### config.mk
export PLATFORM = sky130hd
export DESIGN_NAME = seg_scan_display_n_flat
export DESIGN_NICKNAME = d
export VERILOG_FILES = /design/src/rtl/seg_scan_display_n_pkg.sv /design/src/rtl/seg_scan_display_n_if.sv /design/src/rtl/seg_code_decoder.sv /design/src/rtl/seg_scan_display_n.sv /design/src/flat_wrapper.sv
export SDC_FILE = /design/constraint.sdc
export NUM_CORES = 1
export LEC_CHECK = 0
export ABC_AREA = 1
export BUFFER_PORTS_ARGS = -buffer_cell sky130_fd_sc_hd__buf_4
export CAP_MARGIN = 20
export CORE_AREA = 2 2 97 99
export CTS_CLUSTER_DIAMETER = 100
export DETAILED_ROUTE_END_ITERATION = 10
export DIE_AREA = 0 0 99 101
export GPL_TIMING_DRIVEN = 0
export HOLD_SLACK_MARGIN = 0.1
export MAX_ROUTING_LAYER = met4
export PLACE_DENSITY = 0.84
export SLEW_MARGIN = 5
export SYNTH_ARGS = -nofsm -noshare
export SYNTH_HDL_FRONTEND = slang
export SYNTH_SLANG_ARGS = --single-unit
### constraint.sdc
create_clock -name sys_clk -period 3.2 [get_ports sys_clk]
set_clock_uncertainty 0.1 [all_clocks]
set_input_delay 0.8 -clock sys_clk [delete_from_list [all_inputs] [get_ports sys_clk]]
set_output_delay 0.8 -clock sys_clk [all_outputs]
set_load 0.005 [all_outputs]
### src/rtl/seg_scan_display_n_pkg.sv
// Shared types and constants for the multiplexed 7-segment scanner and its
// code decoder: digit code encoding and active-low segment patterns.
package seg_scan_display_n_pkg;

  localparam int unsigned CODE_W = 5;
  localparam int unsigned SEG_W  = 8;
  localparam int unsigned PWM_W  = 4;

  typedef logic [CODE_W-1:0] code_t;
  typedef logic [SEG_W-1:0]  seg_t;

  localparam code_t CODE_DASH  = 5'd16;
  localparam code_t CODE_BLANK = 5'd17;

  // Active-low patterns, bit 7 = dp, bits 6:0 = g..a
  localparam seg_t SEG_0     = 8'hC0;
  localparam seg_t SEG_1     = 8'hF9;
  localparam seg_t SEG_2     = 8'hA4;
  localparam seg_t SEG_3     = 8'hB0;
  localparam seg_t SEG_4     = 8'h99;
  localparam seg_t SEG_5     = 8'h92;
  localparam seg_t SEG_6     = 8'h82;
  localparam seg_t SEG_7     = 8'hF8;
  localparam seg_t SEG_8     = 8'h80;
  localparam seg_t SEG_9     = 8'h90;
  localparam seg_t SEG_A     = 8'h88;
  localparam seg_t SEG_B     = 8'h83;
  localparam seg_t SEG_C     = 8'hC6;
  localparam seg_t SEG_D     = 8'hA1;
  localparam seg_t SEG_E     = 8'h86;
  localparam seg_t SEG_F     = 8'h8E;
  localparam seg_t SEG_DASH  = 8'hBF;
  localparam seg_t SEG_BLANK = 8'hFF;

  // One shadowed digit: its code plus per-digit decimal point and blink enable
  typedef struct packed {
    code_t code;
    logic  dp;
    logic  blink;
  } digit_cfg_t;

  function automatic seg_t hex_to_seg(input logic [3:0] nib);
    seg_t s;
    s = SEG_BLANK;
    case (nib)
      4'h0: s = SEG_0;
      4'h1: s = SEG_1;
      4'h2: s = SEG_2;
      4'h3: s = SEG_3;
      4'h4: s = SEG_4;
      4'h5: s = SEG_5;
      4'h6: s = SEG_6;
      4'h7: s = SEG_7;
      4'h8: s = SEG_8;
      4'h9: s = SEG_9;
      4'hA: s = SEG_A;
      4'hB: s = SEG_B;
      4'hC: s = SEG_C;
      4'hD: s = SEG_D;
      4'hE: s = SEG_E;
      4'hF: s = SEG_F;
      default: s = SEG_BLANK;
    endcase
    return s;
  endfunction

endpackage

### src/rtl/seg_scan_display_n_if.sv
// Front-panel display bus: digit data and load handshake from the controller,
// scan outputs toward the LED digit/segment drivers.
interface seg_scan_display_n_if
  import seg_scan_display_n_pkg::*;
#(
  parameter int unsigned NUM_DIGITS = 8
) ();

  logic                         enable;
  logic [NUM_DIGITS*CODE_W-1:0] digit_code;
  logic [NUM_DIGITS-1:0]        dp_mask;
  logic [NUM_DIGITS-1:0]        blink_mask;
  logic [PWM_W-1:0]             brightness;
  logic                         load;
  logic                         load_ack;
  logic                         frame_start;
  logic [NUM_DIGITS-1:0]        bit_select;
  seg_t                         seg_select;

  modport master (
    output enable, digit_code, dp_mask, blink_mask, brightness, load,
    input  load_ack, frame_start, bit_select, seg_select
  );

  modport slave (
    input  enable, digit_code, dp_mask, blink_mask, brightness, load,
    output load_ack, frame_start, bit_select, seg_select
  );

endinterface

### src/rtl/seg_code_decoder.sv
// Digit code to active-low 7-segment pattern (hex, dash, blank) with
// decimal point overlay; also used by the status-LED block.
module seg_code_decoder
  import seg_scan_display_n_pkg::*;
(
  input  code_t code,
  input  logic  dp,
  output seg_t  seg_c
);

  seg_t base_c;

  always_comb begin
    base_c = SEG_BLANK;
    if (code < CODE_DASH) begin
      base_c = hex_to_seg(code[3:0]);
    end else if (code == CODE_DASH) begin
      base_c = SEG_DASH;
    end
    seg_c = base_c;
    if (dp) begin
      seg_c[SEG_W-1] = 1'b0;
    end
  end

endmodule

### src/rtl/seg_scan_display_n.sv
// Multiplexed 7-segment scanner: frame-synchronous shadow load, per-digit
// dp/blink, 16-level brightness PWM and a blanking window at each slot start.
module seg_scan_display_n
  import seg_scan_display_n_pkg::*;
#(
  parameter int unsigned NUM_DIGITS   = 8,
  parameter int unsigned SCAN_DIV     = 100000,
  parameter int unsigned BLANK_CYC    = 16,
  parameter int unsigned BLINK_FRAMES = 50
) (
  input  logic                  sys_clk,
  input  logic                  sys_rst_n,
  seg_scan_display_n_if.slave   bus
);

  localparam int unsigned IDX_W   = $clog2(NUM_DIGITS);
  localparam int unsigned SLOT_W  = $clog2(SCAN_DIV);
  localparam int unsigned FRAME_W = (BLINK_FRAMES > 1) ? $clog2(BLINK_FRAMES) : 1;

  logic [SLOT_W-1:0]  slot_cnt;
  logic [IDX_W-1:0]   digit_idx;
  logic [PWM_W-1:0]   pwm_cnt;
  logic [FRAME_W-1:0] frame_cnt;
  logic               blink_on;
  logic               load_pending;
  digit_cfg_t         shadow [NUM_DIGITS];

  logic       tick_c;
  logic       boundary_c;
  logic       capture_c;
  logic       lit_c;
  digit_cfg_t cur_c;
  seg_t       seg_c;

  // Slot/frame events, shadow capture and the lit decision for the current digit
  always_comb begin
    tick_c     = bus.enable && (slot_cnt == SLOT_W'(SCAN_DIV - 1));
    boundary_c = tick_c && (digit_idx == IDX_W'(NUM_DIGITS - 1));
    capture_c  = (bus.load || load_pending) && (boundary_c || !bus.enable);
    cur_c      = shadow[digit_idx];
    lit_c      = bus.enable
              && (slot_cnt >= SLOT_W'(BLANK_CYC))
              && (pwm_cnt <= bus.brightness)
              && !(cur_c.blink && !blink_on);
  end

  seg_code_decoder u_decoder (
    .code  (cur_c.code),
    .dp    (cur_c.dp),
    .seg_c (seg_c)
  );

  // Scan counters; a disabled display parks at digit 0 with blink phase on
  always_ff @(posedge sys_clk or negedge sys_rst_n) begin
    if (!sys_rst_n) begin
      slot_cnt        <= '0;
      digit_idx       <= '0;
      pwm_cnt         <= '0;
      frame_cnt       <= '0;
      blink_on        <= 1'b1;
      bus.frame_start <= 1'b0;
    end else begin
      pwm_cnt         <= pwm_cnt + PWM_W'(1);
      bus.frame_start <= boundary_c;
      if (!bus.enable) begin
        slot_cnt  <= '0;
        digit_idx <= '0;
        frame_cnt <= '0;
        blink_on  <= 1'b1;
      end else begin
        slot_cnt <= tick_c ? '0 : slot_cnt + SLOT_W'(1);
        if (tick_c) begin
          digit_idx <= boundary_c ? '0 : digit_idx + IDX_W'(1);
        end
        if (boundary_c) begin
          if (frame_cnt == FRAME_W'(BLINK_FRAMES - 1)) begin
            frame_cnt <= '0;
            blink_on  <= ~blink_on;
          end else begin
            frame_cnt <= frame_cnt + FRAME_W'(1);
          end
        end
      end
    end
  end

  // Shadow set takes the inputs live at capture time, so merged loads see the latest data
  always_ff @(posedge sys_clk or negedge sys_rst_n) begin
    if (!sys_rst_n) begin
      load_pending <= 1'b0;
      bus.load_ack <= 1'b0;
      for (int unsigned i = 0; i < NUM_DIGITS; i++) begin
        shadow[i] <= '{code: CODE_BLANK, dp: 1'b0, blink: 1'b0};
      end
    end else begin
      bus.load_ack <= capture_c;
      if (capture_c) begin
        load_pending <= 1'b0;
        for (int unsigned i = 0; i < NUM_DIGITS; i++) begin
          shadow[i] <= '{code:  bus.digit_code[i*CODE_W +: CODE_W],
                         dp:    bus.dp_mask[i],
                         blink: bus.blink_mask[i]};
        end
      end else if (bus.load) begin
        load_pending <= 1'b1;
      end
    end
  end

  // Registered digit and segment drive, both active-low
  always_ff @(posedge sys_clk or negedge sys_rst_n) begin
    if (!sys_rst_n) begin
      bus.bit_select <= '1;
      bus.seg_select <= SEG_BLANK;
    end else if (lit_c) begin
      bus.bit_select <= ~(NUM_DIGITS'(1) << digit_idx);
      bus.seg_select <= seg_c;
    end else begin
      bus.bit_select <= '1;
      bus.seg_select <= SEG_BLANK;
    end
  end

endmodule

### src/flat_wrapper.sv
// flat-port wrapper written by rule: the top's interface ports become plain ports
module seg_scan_display_n_flat import seg_scan_display_n_pkg::*;
#(
  parameter int unsigned NUM_DIGITS   = 8,
  parameter int unsigned SCAN_DIV     = 100000,
  parameter int unsigned BLANK_CYC    = 16,
  parameter int unsigned BLINK_FRAMES = 50
)
  (sys_clk, sys_rst_n, bus_enable, bus_digit_code, bus_dp_mask, bus_blink_mask, bus_brightness, bus_load, bus_load_ack, bus_frame_start, bus_bit_select, bus_seg_select);
  seg_scan_display_n_if #(.NUM_DIGITS(NUM_DIGITS)) bus_i ();
  input  logic sys_clk;
  input  logic sys_rst_n;
  input wire logic [$bits(bus_i.enable)-1:0] bus_enable;
  input wire logic [$bits(bus_i.digit_code)-1:0] bus_digit_code;
  input wire logic [$bits(bus_i.dp_mask)-1:0] bus_dp_mask;
  input wire logic [$bits(bus_i.blink_mask)-1:0] bus_blink_mask;
  input wire logic [$bits(bus_i.brightness)-1:0] bus_brightness;
  input wire logic [$bits(bus_i.load)-1:0] bus_load;
  output wire logic [$bits(bus_i.load_ack)-1:0] bus_load_ack;
  output wire logic [$bits(bus_i.frame_start)-1:0] bus_frame_start;
  output wire logic [$bits(bus_i.bit_select)-1:0] bus_bit_select;
  output wire logic [$bits(bus_i.seg_select)-1:0] bus_seg_select;
  assign bus_i.enable = bus_enable;
  assign bus_i.digit_code = bus_digit_code;
  assign bus_i.dp_mask = bus_dp_mask;
  assign bus_i.blink_mask = bus_blink_mask;
  assign bus_i.brightness = bus_brightness;
  assign bus_i.load = bus_load;
  assign bus_load_ack = bus_i.load_ack;
  assign bus_frame_start = bus_i.frame_start;
  assign bus_bit_select = bus_i.bit_select;
  assign bus_seg_select = bus_i.seg_select;
  seg_scan_display_n #(.NUM_DIGITS(NUM_DIGITS), .SCAN_DIV(SCAN_DIV), .BLANK_CYC(BLANK_CYC), .BLINK_FRAMES(BLINK_FRAMES)) u_core (.sys_clk(sys_clk), .sys_rst_n(sys_rst_n), .bus(bus_i));
endmodule
==> impl_results.md <==
* Status: complete, no violations
* Critical path class: reg -> reg
* Cell Area, Synth at 5384 um2
* Drt total wl at 12.69 mm
* Final hold slack at 0.3012 ns
* Sinks on Clock Net at 106
* CTS Hold Bufs at 0
* Drt first pass iters at 5
* Multi-input gate area at 2336 um2
* Synth unique cells at 30
* Routed vias at 4834
* Std cell rows at 35
* Peak Freq at 0.3848 GHz
* Post-place setup slack at 0.7197 ns
* Fin crit period at 2.598 ns
* Total core area at 8977 um2
* Number of enable flip-flop cells after synthesis at 0
* Gr usage total at 27.33%
* Residual DRC at 0
* Largest buffer count on any clock path at 2
* Maxcap violations at 0
* Syn. warnings at 0
* First-pass GRT wire length at 21.06 mm
* Die area at 9999 um2
* Initial antenna violation count at 0
* CP Capture Type: register
* Worst Hold Class: in -> async
* Syn nets at 782
* RSZ-0062 raised after global routing: no
* Share of cells above drive strength 1 at 18.84%
* Antenna Cells at 0
* Filler cells at 726
* Dominant synthesized flop cell: dfrtp_1
* Synth Instances at 698
* CTS buffer count at 9
* Critical path peak fanout at 10
* Die X at 99 um
* Via-to-Cell Ratio at 5.330
* Largest net degree at the start of global routing at 62
* Setup violators final at 0
* VDD IR max at 0.2157 mV
* Nets at 875
* I/O Buffers at 81
* Startpoint Class: register
* Wire per inst at 13.99 um
* Post-CTS Setup Inserts at 0
* Htree depth at 3
* Syn Area/Cell at 7.713 um2
* Worst slew pin tran at 0.5924 ns
* Number of DRC markers in iteration 0 at 309
* Max_slew headroom at 60.51%
* Pwr/cell area at 441.8 nW/um2
* Final Util at 70.97%
* Worst EP required at 3.42 ns
* Async SR Flop Fraction at 100.0%
* Arr. time, crit path at 2.82 ns
* Detailed placer's ending HPWL at 9.198 mm
* Placer Congestion at 0.8987
* Final hold vios at 0
* Io pins at 82
* Reg area at 2694 um2
* Clk root buf: clkbuf_8
* Fin. max-slew vios at 0
* Leakage dissipation at 3.363 nW
* Register area share after synthesis at 50.03%
* Crit share post-route at 81.20%
* Die Y at 101 um
* Total negative setup slack at 0 ns
* Clk slew on worst S/H paths at 0.11 ns
* Initial core utilization at 59.97%
* CTS resizes at 0
* Grt ovf at 0
* Syn-to-layout area delta at 18.34%
* CTS tree: built
* Vias in the first global route at 4695
* Skew-Pair Late Insertion Delay at 0.38 ns
* Synth Register Bits at 106
* ANT nets after route at 0
* Worst Slack Setup Final at 0.6016 ns
## placed cells by master, fill, tap and decap left out
| master | n |
|---|---|
| o21bai_1 | 1 |
| bufinv_16 | 2 |
| inv_2 | 1 |
| o21ai_0 | 18 |
| clkbuf_8 | 9 |
| clkinv_2 | 1 |
| nor2_4 | 1 |
| o22ai_1 | 1 |
| clkinv_4 | 1 |
| clkinv_1 | 2 |
| inv_1 | 58 |
| nand2_2 | 1 |
| nand3_1 | 65 |
| buf_4 | 82 |
| nand3b_1 | 2 |
| a211oi_1 | 1 |
| nor2_1 | 51 |
| clkinvlp_4 | 1 |
| nor3_1 | 10 |
| nand2_1 | 306 |
| dfrtp_1 | 73 |
| nand4_1 | 3 |
| buf_16 | 1 |
| xor2_1 | 7 |
| a21oi_1 | 11 |
| buf_6 | 3 |
| dfstp_2 | 33 |
| nand3_2 | 2 |
| nor2_2 | 1 |
| nor3b_1 | 1 |
| xnor2_1 | 3 |
| buf_2 | 10 |
| o21ai_4 | 1 |
| o31ai_1 | 2 |
| clkbuf_1 | 11 |
| ha_1 | 20 |
## synth_stat cells (all sizes together), types with 3 or more instances
library cell    n  area (um2)
ha             20       250.2
clkbuf          9       33.78
inv            59       221.5
nand3          67       345.3
nor2           53       209.0
dfrtp          73        1827
buf            14       91.34
a21oi          11       55.05
xor2            7       61.31
o21ai          19       106.4
xnor2           3       26.28
dfstp          33       867.1
nor3           10       50.05
nand2         307        1155
nand4           3       18.77
## cells by family (layout without fill, tap and decap cells)
family	Yosys count	after routing	synth area share, %
adder cells (fa/ha/maj)	20	20	4.648
AO/OA/AOI/OAI	35	35	3.672
XOR/XNOR	10	10	1.627
AND/OR/NAND/NOR	443	443	33.44
buffers and inverters	84	182	6.577
flip-flops	106	106	50.03
## report_power, final
part | total [mW] | switching (mW) | internal [mW]
clock network | 0.898 | 0.456 | 0.442
registers | 1.51 | 0.0558 | 1.46
logic | 0.404 | 0.240 | 0.165
total | 2.81 | 0.751 | 2.06
## per-stage QoR
stage          cells  power [mW]  cell area, um2
2_1_floorplan    698       1.764            5384
3_3_place_gp     890       1.911            6131
3_5_place_dp     891       1.934            6158
4_1_cts          907       2.818            6371
5_1_grt          907       2.946            6371
6_report         907       2.815            6371
## per-layer routing
metal	GRT usage, %	wire length [um]	vias up
met4	11.80	398	0
met2	44.44	6167	180
met1	33.21	5345	2268
met5	-	0	-
met3	5.825	779	40
li1	-	-	2346
## worst paths after layout
| check | from | to | slack, ns | cells after the start |
|---|---|---|---|---|
| setup / recovery | u_core.digit_idx[0] | u_core.bus.seg_select[6] | 0.60 | 11 |
| hold / removal | sys_rst_n | u_core.slot_cnt[13] | 0.30 | 1 |
| setup reg to reg | u_core.digit_idx[0] | u_core.bus.seg_select[6] | 0.60 | 11 |
| hold reg to reg | u_core.shadow[6] | u_core.shadow[6] | 0.38 | 2 |
| max in group asynchronous | sys_rst_n | u_core.shadow[23] | 1.94 | 2 |
| min in group sys_clk | u_core.shadow[6] | u_core.shadow[6] | 0.38 | 2 |
## state kept, by name (all words and copies together) (netlist names)
register	flops
u_core.frame_cnt	6
u_core.shadow	56
u_core.load_pending	1
u_core.pwm_cnt	4
u_core.slot_cnt	17
u_core.bus.load_ack	1
u_core.bus.seg_select	8
u_core.bus.bit_select	8
u_core.bus.frame_start	1
u_core.digit_idx	3
u_core.blink_on	1
## layout make-up
type	instances	share of cell area, %
clock inverters	5	1.277
flip-flops and latches	106	42.28
plain buffers	23	1.964
repair buffers	82	9.976
well taps	111	2.180
clock buffers	11	2.062
inverters	61	3.594
multi-input cells	508	36.67
## worst max-delay path, stage by stage (launching register included)
cell      delay, ns
dfrtp_1        0.45
inv_1          0.09
clkbuf_1       0.42
nand2_1        0.10
nand3_1        0.10
nand2_1        0.11
o21ai_0        0.48
ha_1           0.31
nand3_1        0.09
a21oi_1        0.16
nand2_1        0.06
nand2_1        0.07
(Power assumes the default switching activity.)
